<file path="src/rtl/ce_phase_monitor_if.sv">
// ce_phase_monitor_if
// Clock-enable strobe bundle produced by the clk24 clock generator.
//   master : the generator, drives every strobe
//   slave  : a consumer of the strobes, e.g. ce_phase_monitor
// Signals (all 1 bit, synchronous to clk24):
//   ce12, ce6, ce6x, ce3, video_slice, ce1m5, pipe_ab
interface ce_phase_monitor_if;
    logic ce12;
    logic ce6;
    logic ce6x;
    logic ce3;
    logic video_slice;
    logic ce1m5;
    logic pipe_ab;

    modport master (
        output ce12, ce6, ce6x, ce3, video_slice, ce1m5, pipe_ab
    );

    modport slave (
        input ce12, ce6, ce6x, ce3, video_slice, ce1m5, pipe_ab
    );
endinterface

</file>
<file path="src/rtl/ce_phase_monitor.sv">
// ce_phase_monitor
// Watches the clk24 clock-enable strobes. It rebuilds the generator's 6-bit
// phase from the pipe_ab rising edge and predicts every strobe on every
// cycle. It reports lock, the strobes that mismatched and a saturating
// error count.
// Ports:
//   clk24       in   only clock
//   reset       in   synchronous, active-high
//   ce_bus      in   strobe bundle (slave modport)
//   locked      out  tracking, with LOCK_PERIODS clean full periods seen
//   phase       out  reconstructed phase of the current sample
//   phase_valid out  phase is being tracked
//   err_pulse   out  one-cycle pulse per detected mismatch
//   err_mask    out  {pipe_ab, ce1m5, video_slice, ce3, ce6x, ce6, ce12}
//                    XOR of actual and expected at the last error
//   err_count   out  saturating mismatch count
module ce_phase_monitor #(
    parameter int LOCK_PERIODS = 4,
    parameter int ERR_WIDTH    = 8
) (
    input  logic                 clk24,
    input  logic                 reset,
    ce_phase_monitor_if.slave    ce_bus,
    output logic                 locked,
    output logic [5:0]           phase,
    output logic                 phase_valid,
    output logic                 err_pulse,
    output logic [6:0]           err_mask,
    output logic [ERR_WIDTH-1:0] err_count
);

    typedef enum logic [1:0] {
        ACQUIRE = 2'd0,
        TRACK   = 2'd1,
        LOCKED  = 2'd2
    } state_t;

    localparam logic [3:0] LOCK_TARGET = 4'(LOCK_PERIODS);

    state_t                 state_reg;
    logic [5:0]             phase_reg;
    logic                   phase_valid_reg;
    logic                   locked_reg;
    logic                   err_pulse_reg;
    logic [6:0]             err_mask_reg;
    logic [ERR_WIDTH-1:0]   err_count_reg;
    logic [3:0]             clean_ctr_reg;
    logic                   period_full_reg;   // set once the partial first period has ended
    logic                   pipe_ab_prev_reg;
    logic                   armed_reg;         // a valid previous pipe_ab sample exists

    logic [5:0]             phase_next;
    logic [6:0]             actual_strobes;
    logic [6:0]             expected_strobes;
    logic [6:0]             diff_strobes;
    logic                   pipe_ab_rise;

    // The registered phase belongs to the previous sample, so the sample
    // now at the inputs is checked against phase_reg + 1.
    always_comb begin
        phase_next       = phase_reg + 6'd1;
        actual_strobes   = {ce_bus.pipe_ab, ce_bus.ce1m5, ce_bus.video_slice,
                            ce_bus.ce3, ce_bus.ce6x, ce_bus.ce6, ce_bus.ce12};
        expected_strobes = {phase_next[5],
                            (phase_next[3:0] == 4'd6),
                            ~phase_next[2],
                            (phase_next[2:0] == 3'd6),
                            phase_next[1] & ~phase_next[0],
                            phase_next[1] & phase_next[0],
                            phase_next[0]};
        // The first sample after reset has no valid predecessor, so a
        // pipe_ab that is already high there is not treated as an edge.
        pipe_ab_rise     = armed_reg & ~pipe_ab_prev_reg & ce_bus.pipe_ab;
    end

    generate
        for (genvar gi = 0; gi < 7; gi++) begin : g_diff
            assign diff_strobes[gi] = actual_strobes[gi] ^ expected_strobes[gi];
        end
    endgenerate

    always_ff @(posedge clk24) begin
        if (reset) begin
            state_reg        <= ACQUIRE;
            phase_reg        <= 6'd0;
            phase_valid_reg  <= 1'b0;
            locked_reg       <= 1'b0;
            err_pulse_reg    <= 1'b0;
            err_mask_reg     <= 7'd0;
            err_count_reg    <= '0;
            clean_ctr_reg    <= 4'd0;
            period_full_reg  <= 1'b0;
            pipe_ab_prev_reg <= 1'b0;
            armed_reg        <= 1'b0;
        end else begin
            pipe_ab_prev_reg <= ce_bus.pipe_ab;
            armed_reg        <= 1'b1;
            err_pulse_reg    <= 1'b0;
            case (state_reg)
                ACQUIRE: begin
                    if (pipe_ab_rise) begin
                        state_reg       <= TRACK;
                        phase_reg       <= 6'd32;
                        phase_valid_reg <= 1'b1;
                        clean_ctr_reg   <= 4'd0;
                        period_full_reg <= 1'b0;
                    end
                end
                TRACK, LOCKED: begin
                    if (|diff_strobes) begin
                        // Any rising edge in this same sample is ignored:
                        // ACQUIRE only looks at the following samples.
                        state_reg       <= ACQUIRE;
                        err_pulse_reg   <= 1'b1;
                        err_mask_reg    <= diff_strobes;
                        if (err_count_reg != '1)
                            err_count_reg <= err_count_reg + ERR_WIDTH'(1);
                        clean_ctr_reg   <= 4'd0;
                        locked_reg      <= 1'b0;
                        phase_valid_reg <= 1'b0;
                    end else begin
                        phase_reg <= phase_next;
                        if (phase_next == 6'd0) begin
                            // The wrap that ends the partial period started at
                            // acquisition (phase 32) is not counted as clean.
                            if (!period_full_reg) begin
                                period_full_reg <= 1'b1;
                            end else if (state_reg == TRACK) begin
                                clean_ctr_reg <= clean_ctr_reg + 4'd1;
                                if (clean_ctr_reg + 4'd1 == LOCK_TARGET) begin
                                    state_reg  <= LOCKED;
                                    locked_reg <= 1'b1;
                                end
                            end
                        end
                    end
                end
                default: begin
                    state_reg <= ACQUIRE;
                end
            endcase
        end
    end

    assign locked      = locked_reg;
    assign phase       = phase_reg;
    assign phase_valid = phase_valid_reg;
    assign err_pulse   = err_pulse_reg;
    assign err_mask    = err_mask_reg;
    assign err_count   = err_count_reg;

endmodule
</file>
<file path="src/flat_wrapper.sv">
// flat-port wrapper written by rule: the top's interface ports become plain ports
module ce_phase_monitor_flat 
#(
    parameter int LOCK_PERIODS = 4,
    parameter int ERR_WIDTH    = 8
)
  (clk24, reset, locked, phase, phase_valid, err_pulse, err_mask, err_count, ce_bus_ce12, ce_bus_ce6, ce_bus_ce6x, ce_bus_ce3, ce_bus_video_slice, ce_bus_ce1m5, ce_bus_pipe_ab);
  ce_phase_monitor_if ce_bus_i ();
  input  logic clk24;
  input  logic reset;
  output logic locked;
  output logic [5:0] phase;
  output logic phase_valid;
  output logic err_pulse;
  output logic [6:0] err_mask;
  output logic [ERR_WIDTH-1:0] err_count;
  input wire logic [$bits(ce_bus_i.ce12)-1:0] ce_bus_ce12;
  input wire logic [$bits(ce_bus_i.ce6)-1:0] ce_bus_ce6;
  input wire logic [$bits(ce_bus_i.ce6x)-1:0] ce_bus_ce6x;
  input wire logic [$bits(ce_bus_i.ce3)-1:0] ce_bus_ce3;
  input wire logic [$bits(ce_bus_i.video_slice)-1:0] ce_bus_video_slice;
  input wire logic [$bits(ce_bus_i.ce1m5)-1:0] ce_bus_ce1m5;
  input wire logic [$bits(ce_bus_i.pipe_ab)-1:0] ce_bus_pipe_ab;
  assign ce_bus_i.ce12 = ce_bus_ce12;
  assign ce_bus_i.ce6 = ce_bus_ce6;
  assign ce_bus_i.ce6x = ce_bus_ce6x;
  assign ce_bus_i.ce3 = ce_bus_ce3;
  assign ce_bus_i.video_slice = ce_bus_video_slice;
  assign ce_bus_i.ce1m5 = ce_bus_ce1m5;
  assign ce_bus_i.pipe_ab = ce_bus_pipe_ab;
  ce_phase_monitor #(.LOCK_PERIODS(LOCK_PERIODS), .ERR_WIDTH(ERR_WIDTH)) u_core (.clk24(clk24), .reset(reset), .ce_bus(ce_bus_i), .locked(locked), .phase(phase), .phase_valid(phase_valid), .err_pulse(err_pulse), .err_mask(err_mask), .err_count(err_count));
endmodule
</file>
<file path="config.mk">
export PLATFORM = sky130hd
export DESIGN_NAME = ce_phase_monitor_flat
export DESIGN_NICKNAME = d
export VERILOG_FILES = /design/src/rtl/ce_phase_monitor_if.sv /design/src/rtl/ce_phase_monitor.sv /design/src/flat_wrapper.sv
export SDC_FILE = /design/constraint.sdc
export NUM_CORES = 1
export LEC_CHECK = 0
export BUFFER_PORTS_ARGS = -buffer_cell sky130_fd_sc_hd__buf_2
export CAP_MARGIN = 10
export CORE_MARGIN = 3
export CORE_UTILIZATION = 40
export CTS_BUF_LIST = sky130_fd_sc_hd__clkbuf_4
export CTS_CLUSTER_DIAMETER = 200
export DETAILED_ROUTE_END_ITERATION = 6
export REMOVE_ABC_BUFFERS = 1
export SYNTH_ARGS = -nofsm -noshare
export SYNTH_HDL_FRONTEND = slang
export SYNTH_SLANG_ARGS = --single-unit
</file>
<file path="constraint.sdc">
create_clock -name clk24 -period 3.7 [get_ports clk24]
set_clock_uncertainty 0.15 [all_clocks]
set_input_delay 0.37 -clock clk24 [delete_from_list [all_inputs] [get_ports clk24]]
set_output_delay 0.37 -clock clk24 [all_outputs]
set_load 0.02 [all_outputs]
</file>
==> results of run 1 <==
[layer usage]
metal  part of all wire [%]  GRT usage [%]
met3                    5.7           3.83
met5                      0              0
met1                     51           25.2
met4                   0.80           5.87
met2                     43           24.4
[where the power goes]
| group | switching, µW | internal (µW) |
|---|---|---|
| clock network | 139 | 209 |
| logic | 69.8 | 33.7 |
| registers | 6.61 | 364 |
[kinds of logic after synthesis]
logic type	synth area share (%)
DFF	32.3
muxes	1.04
and+or+nand+nor	29.9
buffers and inverters	5.50
xor gates and xnor gates	4.46
AOI/OAI and AO/OA	20.8
adders and majority gates	6.11
[cell type report]
class,instances,area share (%)
Multi-Input combinational cell,186,54.5
Clock buffer,5,1.61
Sequential cell,33,28.3
Timing Repair Buffer,35,7.81
Inverter,9,1.44
Tap cell,67,3.58
Clock inverter,3,2.78
[per-stage QoR]
stage | hold WS, ns | setup WS [ns] | cells
after floorplan | 0.285 | 0.721 | 228
after global placement | 0.294 | 0.647 | 330
after detailed placement | 0.294 | 0.549 | 330
after CTS | 0.127 | 0.532 | 338
after global routing | 0.147 | 0.270 | 338
final | 0.136 | 0.563 | 338
[worst min path at each step]
stage	end	cells after the start	slack, ns	startpoint
detailed placement	u_core.err_mask[2]	2	0.29	u_core.err_mask[2]
floorplan	u_core.state_reg[0]	1	0.28	reset
finish	u_core.pipe_ab_prev_reg	2	0.14	ce_bus_pipe_ab
global placement	u_core.err_mask[0]	2	0.29	u_core.err_mask[0]
CTS	u_core.pipe_ab_prev_reg	2	0.13	ce_bus_pipe_ab
global route	u_core.pipe_ab_prev_reg	2	0.15	ce_bus_pipe_ab
[cell usage after synthesis (all sizes together) (2+ instances only)]
library cell / number / area share, %
xnor2: 4 / 1.7
o21ai: 7 / 1.7
nand2: 28 / 5.1
ha: 10 / 6.1
o31ai: 6 / 2.9
a22oi: 2 / 0.73
a21oi: 17 / 4.2
nand3: 13 / 3.8
nor2: 11 / 2.0
nand3b: 3 / 1.1
or4: 7 / 2.6
nor3: 7 / 2.2
nor2b: 3 / 0.92
or3: 5 / 1.5
and3b: 2 / 0.86
a21o: 4 / 1.5
xor2: 3 / 1.6
inv: 9 / 1.6
a21boi: 3 / 1.1
nand2b: 2 / 0.61
nand4: 5 / 1.8
nor4: 3 / 1.2
dfxtp: 33 / 32
o211ai: 2 / 0.73
or4b: 2 / 0.98
and3: 10 / 3.3
clkbuf: 8 / 1.5
buf: 6 / 2.4
a31oi: 8 / 2.4
o221a: 2 / 1.1
[critical path: stages (launching register included)]
cell	delay [ns]
sky130_fd_sc_hd__dfxtp_1	0.52
sky130_fd_sc_hd__ha_1	0.47
sky130_fd_sc_hd__xnor3_1	0.43
sky130_fd_sc_hd__nor4_2	0.31
sky130_fd_sc_hd__nand3_1	0.25
sky130_fd_sc_hd__o31ai_4	0.62
sky130_fd_sc_hd__or4_1	0.21
sky130_fd_sc_hd__a21oi_1	0.06
==> out/results.ini, run 1 <==
[timing]
setup_tns_ns = 0
max_slew_violation_count = 0
timing.fmax_mhz = 319
hold_viol = 0
tightestPinTransition_ns = 0.719
unrepaired_setup_endpoints_after_global_routing = no
fin_crit_ns = 3.14
final-setup-viol-count = 0
post_route_fraction_of_the_period_consumed_by_the_critical_path_pct = 84.8
slew-limit-headroom_pct = 51.8

[critical_path]
critical_path.max_fanout = 17
r2r_cell_count = 7
regToRegStartpoint = u_core.phase[0]
worstPathArrival_ns = 3.22
ff2ff_setup_slack_ns = 0.56
critical_path.endpoint_type = flop
required_ns = 3.78
timing_worst_setup_path_type = reg -> reg
critPathLaunch = u_core.phase[0]
ff_to_ff_end = u_core.err_count[5]
crit_path_end = u_core.err_count[5]
crit_path_start_kind = flop

[cts]
worst_skew_pair.late_latency_ns = 0.35
cts_root_buffer = sky130_fd_sc_hd__clkbuf_4
path_clk_slew_ns = 0.12
postCtsHoldBufs = 0
clkSinkCount = 33
cts-resized-gates = 0
post_cts.repair.setup_buffers = 0
cts.htree.levels = 2
tritoncts = yes
clock_path_buffers = 2
cts-buffers-inserted = 5

[placement]
finalWeightedCongestion = 0.801
detailedPlacementHpwl_um = 3500
i_o_buffers = 32
dpl_cell_area_um2 = 2240

[grt]
initial_antenna_violation_count = 0
groute.usage.overall_pct = 17.1
grt_first_pass_wirelength_um = 8250
first_global_vias = 1594
grt_start_max_net_pins = 30
grt_overflow = 0

[cells_and_area]
largest_reg_flops = 8
layout-drive-gt1-share_pct = 20.3
layout-area-overhead-vs-synth_pct = 14.2
num_antenna_cells = 0
footprint_of_the_multi_input_gates_um2 = 1270
sequential_cell_area_um2 = 661
mostFrequentLayoutCell = sky130_fd_sc_hd__dfxtp_1
most-common-layout-cells = 33 x sky130_fd_sc_hd__dfxtp_1, 32 x sky130_fd_sc_hd__buf_2, 28 x sky130_fd_sc_hd__nand2_1
final_design_area_no_fill_um2 = 2340
filler_cells = 480
fin_nets = 289
fin_util_pct = 48.2

[synthesis]
synth_edf_count = 0
synth-seq-cells = 33
synth.yosys.seq_area_share_pct = 32.3
avgSynthCellArea_um2 = 8.46
synthesis.yosys.warnings = 0
synth_top_flop_cell = sky130_fd_sc_hd__dfxtp_1
syn-instance-count = 242
yosys.cell_types.count = 58
synth_area_um2 = 2050
ffs_w_async_s_r_synth_pct = 0

[floorplan]
die_area_um2 = 6010
design.portCount = 33
floorplan.die.width_um = 77.6
start_util_pct = 42.2
die_height_um = 77.6
floorplan.core_area_um2 = 4850
placementRows = 25

[detailed_routing]
detail_route.wl_per_cell_um = 14.7
detailroute.via_count = 1906
drt_pre_antenna_iters = 4
drt_iter0_drcs = 99
remaining_drc_errors = 0
route.detailed.vias_per_inst = 5.64
drt.antenna.violating_nets = 0
detail_route.wirelength_um = 4970

[power_and_ir_drop]
power.density_nw_per_um2 = 352
post-layout-total-power_uw = 823
ir_worst_vdd_uv = 236
p_leak_uw = 0.000931

[job]
max_cap_violations = 0

[worst_hold_path]
min_path_type = in -> reg

[status]
outcome = completed

Note: power is estimated with default switching activity, not from simulation.
==> run 2, diff against run 1 <==
Clock period 3.7 ns to 3.25 ns, I/O delays scaled along.
==> run 2 against run 1 <==
Compared with the run above: combinational power rose by 16%; non-clock buffer count rose by 7; critical path depth did not move; final area rose by 1.2%; clock-buffer cell count rose by 1; highest routed layer unchanged.
==> out/results.ini, run 2 (synthesized netlist as in run 1, its figures left out) <==
[cts]
cts_root_buffer = sky130_fd_sc_hd__clkbuf_4
cts-buffers-inserted = 5
cts.htree.levels = 2
worst_skew_pair.late_latency_ns = 0.33
tritoncts = yes
cts-resized-gates = 0
path_clk_slew_ns = 0.11
clkSinkCount = 33
post_cts.repair.setup_buffers = 0
clock_path_buffers = 2
postCtsHoldBufs = 0

[cells_and_area]
layout-drive-gt1-share_pct = 21.9
num_antenna_cells = 0
fin_util_pct = 48.8
layout-area-overhead-vs-synth_pct = 15.6
mostFrequentLayoutCell = sky130_fd_sc_hd__dfxtp_1
most-common-layout-cells = 33 x sky130_fd_sc_hd__dfxtp_1, 32 x sky130_fd_sc_hd__buf_2, 28 x sky130_fd_sc_hd__nand2_1
largest_reg_flops = 8
fin_nets = 296

[job]
max_cap_violations = 0

[timing]
post_route_fraction_of_the_period_consumed_by_the_critical_path_pct = 89.4
slew-limit-headroom_pct = 58.7
tightestPinTransition_ns = 0.615
setup_tns_ns = 0
fin_crit_ns = 2.91
max_slew_violation_count = 0
unrepaired_setup_endpoints_after_global_routing = no
timing.fmax_mhz = 344
final-setup-viol-count = 0
hold_viol = 0

[detailed_routing]
detail_route.wl_per_cell_um = 14.3
drt.antenna.violating_nets = 0
remaining_drc_errors = 0
detail_route.wirelength_um = 4940
detailroute.via_count = 1880
drt_pre_antenna_iters = 4
route.detailed.vias_per_inst = 5.45
drt_iter0_drcs = 100

[floorplan]
placementRows = 25
floorplan.die.width_um = 77.6
design.portCount = 33
start_util_pct = 42.2
floorplan.core_area_um2 = 4850
die_height_um = 77.6
die_area_um2 = 6010

[grt]
grt_first_pass_wirelength_um = 8340
grt_start_max_net_pins = 29
groute.usage.overall_pct = 17.1
grt_overflow = 0
first_global_vias = 1693
initial_antenna_violation_count = 0

[critical_path]
max_stage_delay_ns = 0.62
worst_path_dominant_cell_family = simple AND/OR/NAND/NOR gates
path_cells = ha_1 -> xnor3_1 -> nor4_2 -> nand3_1 -> o31ai_4 -> or4_1 -> a21oi_1
critical_path.endpoint_type = flop
required_ns = 3.32
crit_path_start_kind = flop
worstPathArrival_ns = 2.98
path_buf_inv = 0
cpMaxStageDelayCell = sky130_fd_sc_hd__o31ai_4
timing_worst_setup_path_type = reg -> reg
critical_path.max_fanout = 17

[worst_hold_path]
min_path_type = in -> reg

[power_and_ir_drop]
pwr-share-comb_pct = 13.9
clock_power_share_pct = 36.9
ir_worst_vdd_uv = 273
power.density_nw_per_um2 = 362
internal-power_uw = 625
p_leak_uw = 0.000957
pwr-share-seq_pct = 49.2
power.switching_fraction_pct = 27.2
power.switching_uw = 233

[placement]
detailedPlacementHpwl_um = 3550
i_o_buffers = 32
finalWeightedCongestion = 0.832

[status]
outcome = completed

[run 2: layout make-up]
cell class	count	area [µm²]
fillers	497	2480
multi-input cells	186	1270
flip-flops and latches	33	661
repair buffers	42	235
well taps	67	83.8
clock buffers	6	45.0
clock inverters	2	33.8
inverters	9	33.8
[run 2: routing by layer]
| layer | vias up | global-route usage (%) | wire [µm] |
|---|---|---|---|
| li1 | 977 | - | - |
| met1 | 861 | 24.1 | 2520 |
| met2 | 37 | 26.4 | 2150 |
| met3 | 5 | 4.18 | 232 |
| met4 | 0 | 3.91 | 39 |
| met5 | - | 0 | 0 |
[run 2: path summary, 6_finish.rpt]
kind / slack [ns] / to / cells after the start / from
max: 0.34 / u_core.err_count[5] / 7 / u_core.phase[0]
max reg2reg: 0.34 / u_core.err_count[5] / 7 / u_core.phase[0]
min: 0.12 / u_core.pipe_ab_prev_reg / 2 / ce_bus_pipe_ab
min reg2reg: 0.31 / u_core.err_mask[2] / 2 / u_core.err_mask[2]
[run 2: per-stage QoR]
stage | setup WS, ns | cell area [µm²] | cells | power, µW | hold WS (ns)
4_1_cts | 0.313 | 2370 | 345 | 866 | 0.112
6_report | 0.345 | 2370 | 345 | 858 | 0.122
3_3_place_gp | 0.434 | 2290 | 337 | 552 | 0.294
5_1_grt | 0.0398 | 2370 | 345 | 898 | 0.116
2_1_floorplan | 0.271 | 1970 | 228 | 506 | 0.240
3_5_place_dp | 0.344 | 2290 | 337 | 551 | 0.300
[run 2: power by group through the flow]
stage	Sequential (µW)	Clock (µW)	Combinational, µW
6_report	422	316	119
5_1_grt	424	341	132
4_1_cts	423	324	120
3_5_place_dp	432	0	119
3_3_place_gp	432	0	120
2_1_floorplan	441	0	64.7
[run 2: worst register-to-register path, delay by kind of cell (launching register included)]
family,cells,cell delay [ns]
simple gates,3,0.79
compound gates,2,0.68
xor+xnor,1,0.43
fa+ha+maj,1,0.39
flops,1,0.35
==> run 3, diff against run 2 <==
Settings changed: PLACE_DENSITY_LB_ADDON set to 0.05.
==> run 3 against run 2 <==
Compared with the run above: highest routed layer unchanged; combinational power is essentially flat; core utilization shrank 0.95 points; first-iteration DRC count shrank 41%.
==> out/results.ini, run 3 (synthesized netlist as in run 1, its figures left out) <==
[timing]
hold_viol = 0
unrepaired_setup_endpoints_after_global_routing = no
setup_ws_ns = 0.342
tightestPinTransition_ns = 0.641
fin_crit_ns = 2.91
max_slew_violation_count = 0
timing.fmax_mhz = 344
slew-limit-headroom_pct = 57.0
post_route_fraction_of_the_period_consumed_by_the_critical_path_pct = 89.5
setup_tns_ns = 0
final-setup-viol-count = 0

[critical_path]
crit_path_end = u_core.err_count[3]
worstPathArrival_ns = 2.96
timing_worst_setup_path_type = reg -> reg
r2r_cell_count = 7
required_ns = 3.30
path_buf_inv = 0
worst_path_dominant_cell_family = simple AND/OR/NAND/NOR gates
cpMaxStageDelayCell = sky130_fd_sc_hd__o31ai_4
ff2ff_setup_slack_ns = 0.34
path_cells = ha_1 -> xnor3_1 -> nor4_2 -> nand3_1 -> o31ai_4 -> or4_1 -> a21oi_1
crit_path_start_kind = flop
path_depth = 7
critical_path.endpoint_type = flop
critical_path.max_fanout = 17
ff_to_ff_end = u_core.err_count[3]
regToRegStartpoint = u_core.phase[0]
critPathLaunch = u_core.phase[0]
max_stage_delay_ns = 0.64

[cells_and_area]
most-common-layout-cells = 33 x sky130_fd_sc_hd__dfxtp_1, 32 x sky130_fd_sc_hd__buf_2, 28 x sky130_fd_sc_hd__nand2_1
fin_nets = 293
filler_cells = 500
layout-drive-gt1-share_pct = 21.5
mostFrequentLayoutCell = sky130_fd_sc_hd__dfxtp_1
largest_reg_flops = 8
layout-area-overhead-vs-synth_pct = 13.3
finish.cell_count_without_fillers = 342
num_antenna_cells = 0

[job]
max_cap_violations = 0

[worst_hold_path]
min_path_type = in -> reg
hold_path_depth = 2

[cts]
cts_root_buffer = sky130_fd_sc_hd__clkbuf_4
clock_path_buffers = 2
clkSinkCount = 33
worst_skew_pair.late_latency_ns = 0.34
postCtsHoldBufs = 0
cts.htree.levels = 2
post_cts.repair.setup_buffers = 0
path_clk_slew_ns = 0.11
cts-resized-gates = 0
cts-buffers-inserted = 5
tritoncts = yes

[power_and_ir_drop]
internal-power_uw = 546
power.density_nw_per_um2 = 336
p_leak_uw = 0.000933
pwr-share-comb_pct = 15.4
power.switching_uw = 234
post-layout-total-power_uw = 780
clock_power_share_pct = 30.5
pwr-share-seq_pct = 54.2
power.switching_fraction_pct = 30.0
ir_worst_vdd_uv = 160

[detailed_routing]
route.detailed.vias_per_inst = 5.51
drt_pre_antenna_iters = 4
drt_iter0_drcs = 59
detailroute.via_count = 1884
remaining_drc_errors = 0
detail_route.wirelength_um = 5040
drt.antenna.violating_nets = 0
detail_route.wl_per_cell_um = 14.7

[placement]
dp.cells = 334
finalWeightedCongestion = 0.780
dp_worst_setup_slack_ns = 0.363
detailedPlacementHpwl_um = 3570
i_o_buffers = 32

[floorplan]
die_height_um = 77.6
design.portCount = 33
die_area_um2 = 6010
placementRows = 25
floorplan.core_area_um2 = 4850
floorplan.die.width_um = 77.6
start_util_pct = 42.2

[grt]
grt_overflow = 0
initial_antenna_violation_count = 0
groute.usage.overall_pct = 17.0
grt_first_pass_wirelength_um = 8260
grt_start_max_net_pins = 30
first_global_vias = 1675

[status]
outcome = completed

-- run 3: worst min path at each step --
stage	startpoint	end	slack (ns)
finish	ce_bus_pipe_ab	u_core.pipe_ab_prev_reg	0.11
global route	ce_bus_pipe_ab	u_core.pipe_ab_prev_reg	0.10
CTS	ce_bus_pipe_ab	u_core.pipe_ab_prev_reg	0.11
detailed placement	u_core.err_mask[1]	u_core.err_mask[1]	0.29
global placement	u_core.err_mask[2]	u_core.err_mask[2]	0.30
floorplan	reset	u_core.state_reg[0]	0.24
-- run 3: per-layer routing --
layer	GRT usage [%]	routed length [µm]	up-vias
met2	25.9	2260	30
met1	23.8	2590	885
met5	0	0	-
met4	5.34	40	0
li1	-	-	965
met3	3.94	158	4
-- run 3: final cells by class --
class,count,area (µm²),share of cell area [%]
inverters,9,33.8,1.46
clock buffers,6,45.0,1.94
repair buffers,39,213,9.16
flip-flops and latches,33,661,28.5
multi-input cells,186,1270,54.9
well taps,67,83.8,3.61
clock inverters,2,10.0,0.431
-- run 3: through the flow --
step | hold slack, ns | utilization, % | cell area [µm²]
after global routing | 0.101 | 47.9 | 2320
after CTS | 0.107 | 47.9 | 2320
final | 0.113 | 47.9 | 2320
after detailed placement | 0.295 | 46.7 | 2270
after floorplan | 0.240 | - | 1970
after global placement | 0.296 | 46.7 | 2270
-- run 3: power by group through the flow --
stage          Clock, µW  Combinational (µW)  Sequential [µW]
5_1_grt              267                 131              424
6_report             238                 120              423
3_3_place_gp           0                 121              432
4_1_cts              248                 121              423
2_1_floorplan          0                64.7              441
3_5_place_dp           0                 120              432
